[config.mk]
export PLATFORM = sky130hd
export DESIGN_NAME = adder_error_monitor
export DESIGN_NICKNAME = d
export VERILOG_FILES = /design/src/rtl/adder_error_monitor.sv
export SDC_FILE = /design/constraint.sdc
export NUM_CORES = 1
export LEC_CHECK = 0
export BUFFER_PORTS_ARGS = -buffer_cell sky130_fd_sc_hd__clkbuf_2
export CAP_MARGIN = 20
export CORE_MARGIN = 2
export CORE_UTILIZATION = 30
export CTS_BUF_LIST = sky130_fd_sc_hd__clkbuf_16
export CTS_CLUSTER_SIZE = 30
export DETAILED_ROUTE_END_ITERATION = 16
export HOLD_SLACK_MARGIN = 0.12
export PLACE_DENSITY_LB_ADDON = 0.25
export SYNTH_ARGS = -nofsm -noshare
export SYNTH_HDL_FRONTEND = slang
export SYNTH_SLANG_ARGS = --single-unit
export TNS_END_PERCENT = 20
[constraint.sdc]
create_clock -name clk -period 8.64 [get_ports clk]
set_input_delay 1.728 -clock clk [delete_from_list [all_inputs] [get_ports clk]]
set_output_delay 1.728 -clock clk [all_outputs]
set_load 0.01 [all_outputs]
[src/rtl/adder_error_monitor.sv]
// rtl/adder_error_monitor.sv - windowed error statistics for approximate adders; optional signed bias via ERR_BIAS_EN
module adder_error_monitor #(
  parameter int W       = 32,
  parameter int NS_LOG2 = 10
) (
  input  logic                    clk,
  input  logic                    rst_n,
  input  logic                    start,
  input  logic                    s_valid,
  output logic                    s_ready,
  input  logic [W:0]              approx,
  input  logic [W:0]              exact,
  output logic                    busy,
  output logic                    done,
  output logic [NS_LOG2:0]        err_cnt,
  output logic [W:0]              max_ed,
  output logic [W+NS_LOG2:0]      sum_ed
`ifdef ERR_BIAS_EN
  ,
  output logic signed [W+1+NS_LOG2:0] bias
`endif
);

  typedef enum logic [1:0] {
    S_IDLE  = 2'd0,
    S_RUN   = 2'd1,
    S_DRAIN = 2'd2,
    S_DONE  = 2'd3
  } state_t;

  // counter value just before the transfer that completes the window
  localparam logic [NS_LOG2:0] LP_LAST = {1'b0, {NS_LOG2{1'b1}}};

  state_t                 r_state;
  state_t                 w_state_nxt;
  logic                   w_xfer;
  logic                   w_clear;
  logic [NS_LOG2:0]       r_cnt;

  logic [W+1:0]           w_diff;
  logic [W:0]             w_ed;

  logic                   r_s1_vld;
  logic                   r_s1_nz;
  logic [W:0]             r_s1_ed;

  logic [NS_LOG2:0]       r_err_cnt;
  logic [W:0]             r_max_ed;
  logic [W+NS_LOG2:0]     r_sum_ed;

  assign w_xfer  = s_valid & s_ready;
  assign w_clear = (r_state == S_IDLE) & start;

  // difference is taken one bit wider so the sign of approx-exact survives
  assign w_diff = {1'b0, approx} - {1'b0, exact};
  assign w_ed   = w_diff[W+1] ? (~w_diff[W:0] + {{W{1'b0}}, 1'b1}) : w_diff[W:0];

  // state register
  always_ff @(posedge clk) begin
    if (!rst_n) r_state <= S_IDLE;
    else        r_state <= w_state_nxt;
  end

  // next-state and handshake/status outputs
  always_comb begin
    w_state_nxt = r_state;
    s_ready     = 1'b0;
    busy        = 1'b0;
    done        = 1'b0;
    case (r_state)
      S_IDLE: begin
        if (start) w_state_nxt = S_RUN;
      end
      S_RUN: begin
        s_ready = 1'b1;
        busy    = 1'b1;
        if (s_valid && (r_cnt == LP_LAST)) w_state_nxt = S_DRAIN;
      end
      S_DRAIN: begin
        busy        = 1'b1;
        w_state_nxt = S_DONE;
      end
      S_DONE: begin
        done        = 1'b1;
        w_state_nxt = S_IDLE;
      end
      default: w_state_nxt = S_IDLE;
    endcase
  end

  // beat counter, cleared when a window opens
  always_ff @(posedge clk) begin
    if (!rst_n)      r_cnt <= '0;
    else if (w_clear) r_cnt <= '0;
    else if (w_xfer)  r_cnt <= r_cnt + {{NS_LOG2{1'b0}}, 1'b1};
  end

  // stage 1: capture error magnitude and nonzero flag of each accepted beat
  always_ff @(posedge clk) begin
    if (!rst_n) begin
      r_s1_vld <= 1'b0;
      r_s1_nz  <= 1'b0;
      r_s1_ed  <= '0;
    end else begin
      r_s1_vld <= w_xfer;
      if (w_xfer) begin
        r_s1_nz <= (w_diff != '0);
        r_s1_ed <= w_ed;
      end
    end
  end

  // stage 2: fold the stage-1 entry into the window statistics
  always_ff @(posedge clk) begin
    if (!rst_n || w_clear) begin
      r_err_cnt <= '0;
      r_max_ed  <= '0;
      r_sum_ed  <= '0;
    end else if (r_s1_vld) begin
      r_err_cnt <= r_err_cnt + {{NS_LOG2{1'b0}}, r_s1_nz};
      if (r_s1_ed > r_max_ed) r_max_ed <= r_s1_ed;
      r_sum_ed  <= r_sum_ed + {{NS_LOG2{1'b0}}, r_s1_ed};
    end
  end

  assign err_cnt = r_err_cnt;
  assign max_ed  = r_max_ed;
  assign sum_ed  = r_sum_ed;

`ifdef ERR_BIAS_EN
  logic [W+1:0]               r_s1_d;
  logic [W+1+NS_LOG2:0]       r_bias;

  // stage 1: keep the signed difference for the bias accumulator
  always_ff @(posedge clk) begin
    if (!rst_n)      r_s1_d <= '0;
    else if (w_xfer) r_s1_d <= w_diff;
  end

  // stage 2: signed running sum of approx-exact
  always_ff @(posedge clk) begin
    if (!rst_n || w_clear) r_bias <= '0;
    else if (r_s1_vld)     r_bias <= r_bias + {{NS_LOG2{r_s1_d[W+1]}}, r_s1_d};
  end

  assign bias = r_bias;
`endif

endmodule

==> results by group, run 1 <==
Global route
  • First-pass GRT wire length: 50,400 um
  • Vias in the first global route: 9,758
  • Overall routing resource usage: 16.9%
  • Largest net degree at the start of global routing: 70
  • Initial antenna violation count: 0
  • Remaining Overflow, GRT: 0

Routing
  • Drt total wl: 31,600 um
  • Drt first pass iters: 5
  • Post-DRT Antenna Nets: 0
  • Wirelength per Cell: 15.7 um
  • Initial DRC count: 536
  • DR DRC count: 0
  • Vias per std cell: 5.20
  • Total number of vias: 10,450

Critical path
  • Crit path cell chain: clkbuf_2 > inv_1 > ha_1 > inv_1 > fa_1 > a211oi_1 > o21bai_1 > a2111oi_0 > a211oi_1 > or3_1 > a2111oi_2 > nand4_1 > o41ai_1 > xor2_1 > a211oi_1
  • CP Launch Type: primary input
  • Arrival time worst endpoint: 5.58 ns
  • CP top delay family: compound AO/OA/AOI/OAI gates
  • Crit path capture type: register
  • Slowest stage delay, CP: 0.50 ns
  • Most used cell, CP: a211oi_1
  • Setup CP Type: in -> reg
  • Peak fanout along the critical path: 5
  • Critical path's slowest cell: or3_1
  • Worst Path Required: 8.98 ns
  • WP buf/inv: 3

Yosys
  • Area contributors post-synth: dfxtp_1 25%, ha_1 13%, a21oi_1 6.3%
  • Seq/Total Area, Yosys: 25.2%
  • Most numerous cell in the Yosys netlist: nor2_1
  • Post-Syn Area: 10,700 sq um
  • Cells after Synth: 1,415
  • Syn nets: 1,596
  • Mapped Avg Cell Area: 7.57 sq um
  • Asr flop ratio synth: 0%
  • Number of flops mapped to enable cells by yosys: 0
  • Synth warn: 0
  • Leading area contributor after synthesis: dfxtp_1
  • Distinct cells, synth: 72
  • Post-synth top area share: 25.2%
  • Synth top cells by count: 136 x nor2_1, 135 x dfxtp_1, 134 x a21oi_1
  • Seq cells post-synth: 135
  • Top_reg_cell synth: dfxtp_1

STA
  • Final Hold Violating Endpoints: 0
  • Skew final: 0.00636 ns
  • Final worst path period share: 60.6%
  • Max Freq: 0.191 GHz
  • Setup TNS: 0 ns
  • Worst-margin pin slew: 0.845 ns
  • Fin. max-slew vios: 0
  • Fin crit period: 5.24 ns
  • Final Setup Violations: 0
  • Slew headroom: 42.2%
  • RSZ-0062 raised after global routing: no

Run
  • Max Cap Viol: 0

Clock tree
  • Sink Count: 135
  • Clk slew on worst S/H paths: 0.06 ns
  • Root Buffer: clkbuf_16
  • Clock buffer depth: 2
  • CTS tree: yes
  • Cts bufs inserted: 17
  • Post-CTS setup buffer count: 0
  • Post-CTS Resized: 0
  • Latest clock arrival within the worst-skew pair: 0.42 ns
  • Hold Buf Count CTS: 0
  • H-tree levels: 4

Floorplan
  • Die Width: 193 um
  • Ports: 160
  • Core ar.: 35,400 sq um
  • Cell Rows: 69
  • DIE AREA: 37,200 sq um
  • Initial core utilization: 30.3%
  • Die Y: 193 um

Placement
  • Number of port buffers: 159
  • Final GP Congestion: 0.869
  • HPWL after DPL: 24,800 um
  • Placed Cells: 1,976

Power and ir drop
  • Worst vdd ir: 139 uV
  • Leakage: 5.31 nW
  • Pwr dens: 190 nW/um^2

Cells and area
  • Net count, final: 1,717
  • Area delta synth->final: 17.1%
  • Filler cell count: 3,738
  • Share of layout cells above drive strength 1: 14.0%
  • Layout Cells excl Fill: 2,009
  • Ant. Diodes: 0

Min path
  • HP Class: reg -> reg

Outcome
  • Status: complete, no violations
## final timing paths
check                                 from           to  slack (ns)  cells after the start
worst max-delay path             approx[0]  r_s1_ed[27]        3.40                     15
worst min-delay path            max_ed[27]   max_ed[27]        0.48                      2
worst max register to register  r_s1_ed[0]   sum_ed[28]        4.90                     13
worst min register to register  max_ed[27]   max_ed[27]        0.48                      2
## placed cells by master, fill, tap and decap left out, drive strengths merged, types with 9 or more instances in the layout
cell	instances
o211ai	13
nand3	72
nand2	93
inv	105
and3	11
ha	109
clkbuf	176
a211oi	33
nor2	136
xor2	33
a21o	46
xnor2	53
mux2i	20
a21oi	134
o21ai	99
o21a	18
a21boi	9
a31oi	22
or3	24
nand4	24
dfxtp	135
nor3	35
buf	10
## metrics by stage
stage / util, % / worst slack (ns) / area, sq um / hold WS [ns] / power, mW
CTS: 35.3 / 3.49 / 12500 / 0.480 / 2.40
floorplan: - / 3.54 / 10700 / 0.454 / 1.40
detailed placement: 33.6 / 3.04 / 11900 / 0.472 / 1.66
global route: 35.4 / 2.97 / 12500 / 0.503 / 2.55
finish: 35.4 / 3.40 / 12500 / 0.479 / 2.38
global placement: 33.6 / 3.14 / 11900 / 0.464 / 1.64
## registers in the layout (all words and copies together), names as in the netlist
| register | flops |
|---|---|
| err_cnt | 11 |
| r_cnt | 11 |
| r_s1_vld | 1 |
| r_state | 2 |
| r_s1_nz | 1 |
| sum_ed | 43 |
| max_ed | 33 |
| r_s1_ed | 33 |
## layout make-up
class	instances	area [sq um]	share of cell area (%)
clock inverter	14	161	1.29
sequential	135	2700	21.6
multi-input combinational	1109	7380	58.9
clock buffer	17	425	3.39
tap	461	577	4.60
timing repair buffer	169	898	7.17
inverter	104	390	3.11
## report_power, final
| group | switching [mW] | internal, mW | total [mW] |
|---|---|---|---|
| Clock | 0.283 | 0.448 | 0.732 |
| Sequential | 0.0787 | 0.675 | 0.753 |
| Combinational | 0.545 | 0.349 | 0.894 |
| Total | 0.907 | 1.47 | 2.38 |
## cells by family (layout without fill, tap and decap cells)
logic type | Yosys count | count (layout) | share of synthesized area [%]
AOI/OAI and AO/OA | 445 | 445 | 26.4
xor gates and xnor gates | 86 | 86 | 7.03
adders and majority gates | 111 | 111 | 13.1
buffers and inverters | 171 | 304 | 6.08
DFF | 135 | 135 | 25.2
muxes | 20 | 20 | 1.87
and+or+nand+nor | 447 | 447 | 20.3
## metal layers
metal	track usage [%]	vias to the layer above	routed length [um]
li1	-	5388	-
met5	0	-	0
met4	3.67	0	263
met3	2.86	15	1260
met1	23.4	4839	15800
met2	27.4	208	14300
## worst register-to-register path: stages (launching register included)
cell and delay, ns:
dfxtp_1 0.41, ha_1 0.20, inv_1 0.05, fa_1 0.37
nor2b_1 0.15, o21ai_0 0.12, a21boi_0 0.35, o31ai_1 0.17
a21oi_1 0.36, o21ai_0 0.25, a2111oi_0 0.79, or3_1 0.21
nand3_1 0.07, a21oi_1 0.16
Note: power is estimated with default switching activity, not from simulation.
==> inputs of run 2 (changes only) <==
Settings changed: ABC_AREA set to 1.
Clock period 8.64 ns to 4.45 ns, I/O delays scaled along.
==> run 2 against run 1 <==
Against the previous run:
- area after synthesis grew 11%
- global-route usage grew 0.99 points
- core utilization grew 0.30 points
- register-to-register slack lost 3.7 ns
- non-clock buffer count shrank 2
- power grew 120%
- first-iteration DRC count grew 28%
- highest routed layer unchanged
- largest power group unchanged
- sequential power grew 110%
- sequential share of layout area shrank 2.1 points
==> results by group, run 2 <==
Outcome
  • Status: complete, no violations (unchanged)

Critical path
  • Setup CP Type: reg -> reg (was in -> reg)
  • Critical path's slowest cell: nand2_2 (was or3_1)
  • CP Launch Type: register (was primary input)
  • Arrival time worst endpoint: 3.54 ns (was 5.58 ns)
  • Slowest stage delay, CP: 0.72 ns (was 0.50 ns)
  • Crit path capture type: register (unchanged)
  • Crit path cell chain: inv_1 > ha_1 > nand4_1 > nor4_1 > nand3_1 > o41ai_1 > inv_1 > nand2_2 > o21ai_0 > a21oi_1 (was clkbuf_2 > inv_1 > ha_1 > inv_1 > fa_1 > a211oi_1 > o21bai_1 > a2111oi_0 > a211oi_1 > or3_1 > a2111oi_2 > nand4_1 > o41ai_1 > xor2_1 > a211oi_1)
  • Most used cell, CP: inv_1 (was a211oi_1)
  • Peak fanout along the critical path: 65 (was 5)
  • Worst Path Required: 4.79 ns (was 8.98 ns)

Routing
  • Post-DRT Antenna Nets: 0 (unchanged)
  • Initial DRC count: 687 (was 536)
  • DR DRC count: 0 (unchanged)
  • Drt first pass iters: 5 (unchanged)
  • Total number of vias: 12,340 (was 10,450)
  • Vias per std cell: 4.63 (was 5.20)
  • Drt total wl: 36,200 um (was 31,600 um)
  • Wirelength per Cell: 13.6 um (was 15.7 um)

Power and ir drop
  • Leakage: 7.48 nW (was 5.31 nW)
  • Pwr dens: 374 nW/um^2 (was 190 nW/um^2)
  • Net switching power: 2.11 mW (was 0.907 mW)
  • Net Sw Frac: 40.6% (was 38.1%)
  • Worst vdd ir: 218 uV (was 139 uV)
  • Int Pwr: 3.09 mW (was 1.47 mW)
  • Sequential fraction of design power: 29.9% (was 31.7%)
  • Combinational power share: 39.8% (was 37.6%)
  • Clock network fraction of total power: 30.2% (was 30.8%)

Yosys
  • Syn nets: 2,169 (was 1,596)
  • Top_reg_cell synth: dfxtp_1 (unchanged)
  • Synth top cells by count: 510 x nand2_1, 336 x inv_1, 245 x nor2_1 (was 136 x nor2_1, 135 x dfxtp_1, 134 x a21oi_1)
  • Mapped Avg Cell Area: 5.98 sq um (was 7.57 sq um)
  • Number of flops mapped to enable cells by yosys: 0 (unchanged)
  • Most numerous cell in the Yosys netlist: nand2_1 (was nor2_1)
  • Cells after Synth: 1,988 (was 1,415)
  • Post-synth top area share: 22.7% (was 25.2%)
  • Asr flop ratio synth: 0% (unchanged)
  • Distinct cells, synth: 48 (was 72)
  • Area contributors post-synth: dfxtp_1 23%, nand2_1 16%, ha_1 11% (was dfxtp_1 25%, ha_1 13%, a21oi_1 6.3%)
  • Seq cells post-synth: 135 (unchanged)
  • Synth warn: 0 (unchanged)
  • Leading area contributor after synthesis: dfxtp_1 (unchanged)
  • Seq/Total Area, Yosys: 22.7% (was 25.2%)
  • Post-Syn Area: 11,900 sq um (was 10,700 sq um)

Cells and area
  • Commonest non-fill, non-tap cell in the layout: nand2_1 (was clkbuf_2)
  • Net count, final: 2,315 (was 1,717)
  • Max reg flops: 43 (unchanged)
  • Commonest cells after routing, fill and taps aside: 509 x nand2_1, 337 x inv_1, 245 x nor2_1 (was 159 x clkbuf_2, 136 x nor2_1, 134 x a21oi_1, 134 x dfxtp_1, 109 x ha_1)
  • Ant. Diodes: 0 (unchanged)
  • Share of layout cells above drive strength 1: 12.7% (was 14.0%)
  • Area delta synth->final: 16.9% (was 17.1%)

Placement
  • Final GP Congestion: 0.881 (was 0.869)
  • DP Worst Slack: 0.795 ns (was 3.04 ns)
  • HPWL after DPL: 30,400 um (was 24,800 um)
  • Number of port buffers: 159 (unchanged)

STA
  • Final Hold Violating Endpoints: 0 (unchanged)
  • Fin crit period: 3.20 ns
  • Skew final: 0.0108 ns (was 0.00636 ns)
  • Final Setup Violations: 0 (unchanged)
  • Final worst path period share: 71.9%
  • Fin. max-slew vios: 0 (unchanged)
  • Setup TNS: 0 ns (unchanged)
  • Worst hold margin: 0.463 ns (was 0.479 ns)
  • Fin worst setup slack: 1.25 ns (was 3.40 ns)
  • Worst-margin pin slew: 0.973 ns (was 0.845 ns)
  • RSZ-0062 raised after global routing: no (unchanged)
  • Max Freq: 0.312 GHz
  • Slew headroom: 34.9% (was 42.2%)

Floorplan
  • Cell Rows: 72 (was 69)
  • DIE AREA: 41,200 sq um (was 37,200 sq um)
  • Core ar.: 38,900 sq um (was 35,400 sq um)
  • Die Y: 203 um (was 193 um)
  • Ports: 160 (unchanged)
  • Initial core utilization: 30.5% (was 30.3%)
  • Die Width: 203 um (was 193 um)

Clock tree
  • Latest clock arrival within the worst-skew pair: 0.43 ns (was 0.42 ns)
  • CTS tree: yes (unchanged)
  • Post-CTS setup buffer count: 0 (unchanged)
  • Cts bufs inserted: 17 (unchanged)
  • Post-CTS Resized: 0 (unchanged)
  • Hold Buf Count CTS: 0 (unchanged)
  • Sink Count: 135 (unchanged)
  • Clock buffer depth: 2 (unchanged)
  • H-tree levels: 4 (unchanged)
  • Root Buffer: clkbuf_16 (unchanged)
  • Clk slew on worst S/H paths: 0.06 ns (about the same)

Global route
  • Vias in the first global route: 11,498 (was 9,758)
  • First-pass GRT wire length: 59,000 um (was 50,400 um)
  • Remaining Overflow, GRT: 0 (unchanged)
  • Overall routing resource usage: 17.9% (was 16.9%)
  • Largest net degree at the start of global routing: 66 (was 70)
  • Initial antenna violation count: 0 (unchanged)

Min path
  • HP Class: reg -> reg (unchanged)

Run
  • Max Cap Viol: 0 (unchanged)
run 2: cell types whose count changed after synthesis, moves of 31 or more:
cell | previous run | this run
inv_1 | 103 | 336
a21o_1 | 46 | 9
a211oi_1 | 33 | 2
nor2_1 | 136 | 245
nand2_1 | 93 | 510
xnor2_1 | 53 | 7
run 2: per-stage QoR:
step	util, %	instances	instance area, sq um	total power, mW
after floorplan	-	1988	11900	3.02
after global placement	34.0	2633	13300	3.63
after detailed placement	34.0	2633	13300	3.66
after CTS	35.7	2665	13900	5.25
after global routing	35.7	2665	13900	5.64
final	35.7	2665	13900	5.20
run 2: worst paths after layout:
| kind | slack, ns | end | cells after the start | startpoint |
|---|---|---|---|---|
| min reg2reg | 0.46 | err_cnt[10] | 2 | err_cnt[10] |
| max | 1.25 | max_ed[26] | 10 | max_ed[32] |
| max reg2reg | 1.25 | max_ed[26] | 10 | max_ed[32] |
| min | 0.46 | err_cnt[10] | 2 | err_cnt[10] |
run 2: cell families after synthesis:
family	Yosys count	share of synthesized area (%)
xor+xnor	44	3.24
simple gates	964	34.3
compound gates	335	15.3
buf+inv	399	12.7
flops	135	22.7
fa+ha+maj	111	11.8
run 2: power groups by stage:
stage / clock network (mW) / registers (mW) / logic (mW)
floorplan: 0 / 1.51 / 1.51
global route: 1.66 / 1.58 / 2.39
global placement: 0 / 1.58 / 2.05
finish: 1.57 / 1.56 / 2.07
CTS: 1.61 / 1.56 / 2.08
detailed placement: 0 / 1.58 / 2.07
run 2: area by class of cell:
| class | instances | area [sq um] |
|---|---|---|
| fillers | 4417 | 25000 |
| multi-input cells | 1454 | 7690 |
| flip-flops and latches | 135 | 2700 |
| inverters | 359 | 1350 |
| repair buffers | 167 | 856 |
| well taps | 518 | 648 |
| clock buffers | 17 | 425 |
| clock inverters | 15 | 226 |
run 2: per-layer routing:
metal  up-vias  global-route usage, %  wire, um
met4         0                   5.34       644
met5         -                      0         0
met1      5423                   24.9     18200
li1       6629                      -         -
met3        32                   1.81      1330
met2       256                   29.1     16000
run 2: worst max-delay path, delay by kind of cell (launching register included):
family | cells | cell delay (ns)
AND/OR/NAND/NOR | 4 | 1.57
AO/OA/AOI/OAI | 3 | 0.65
flip-flops | 1 | 0.38
adder cells (fa/ha/maj) | 1 | 0.31
buffers and inverters | 2 | 0.19
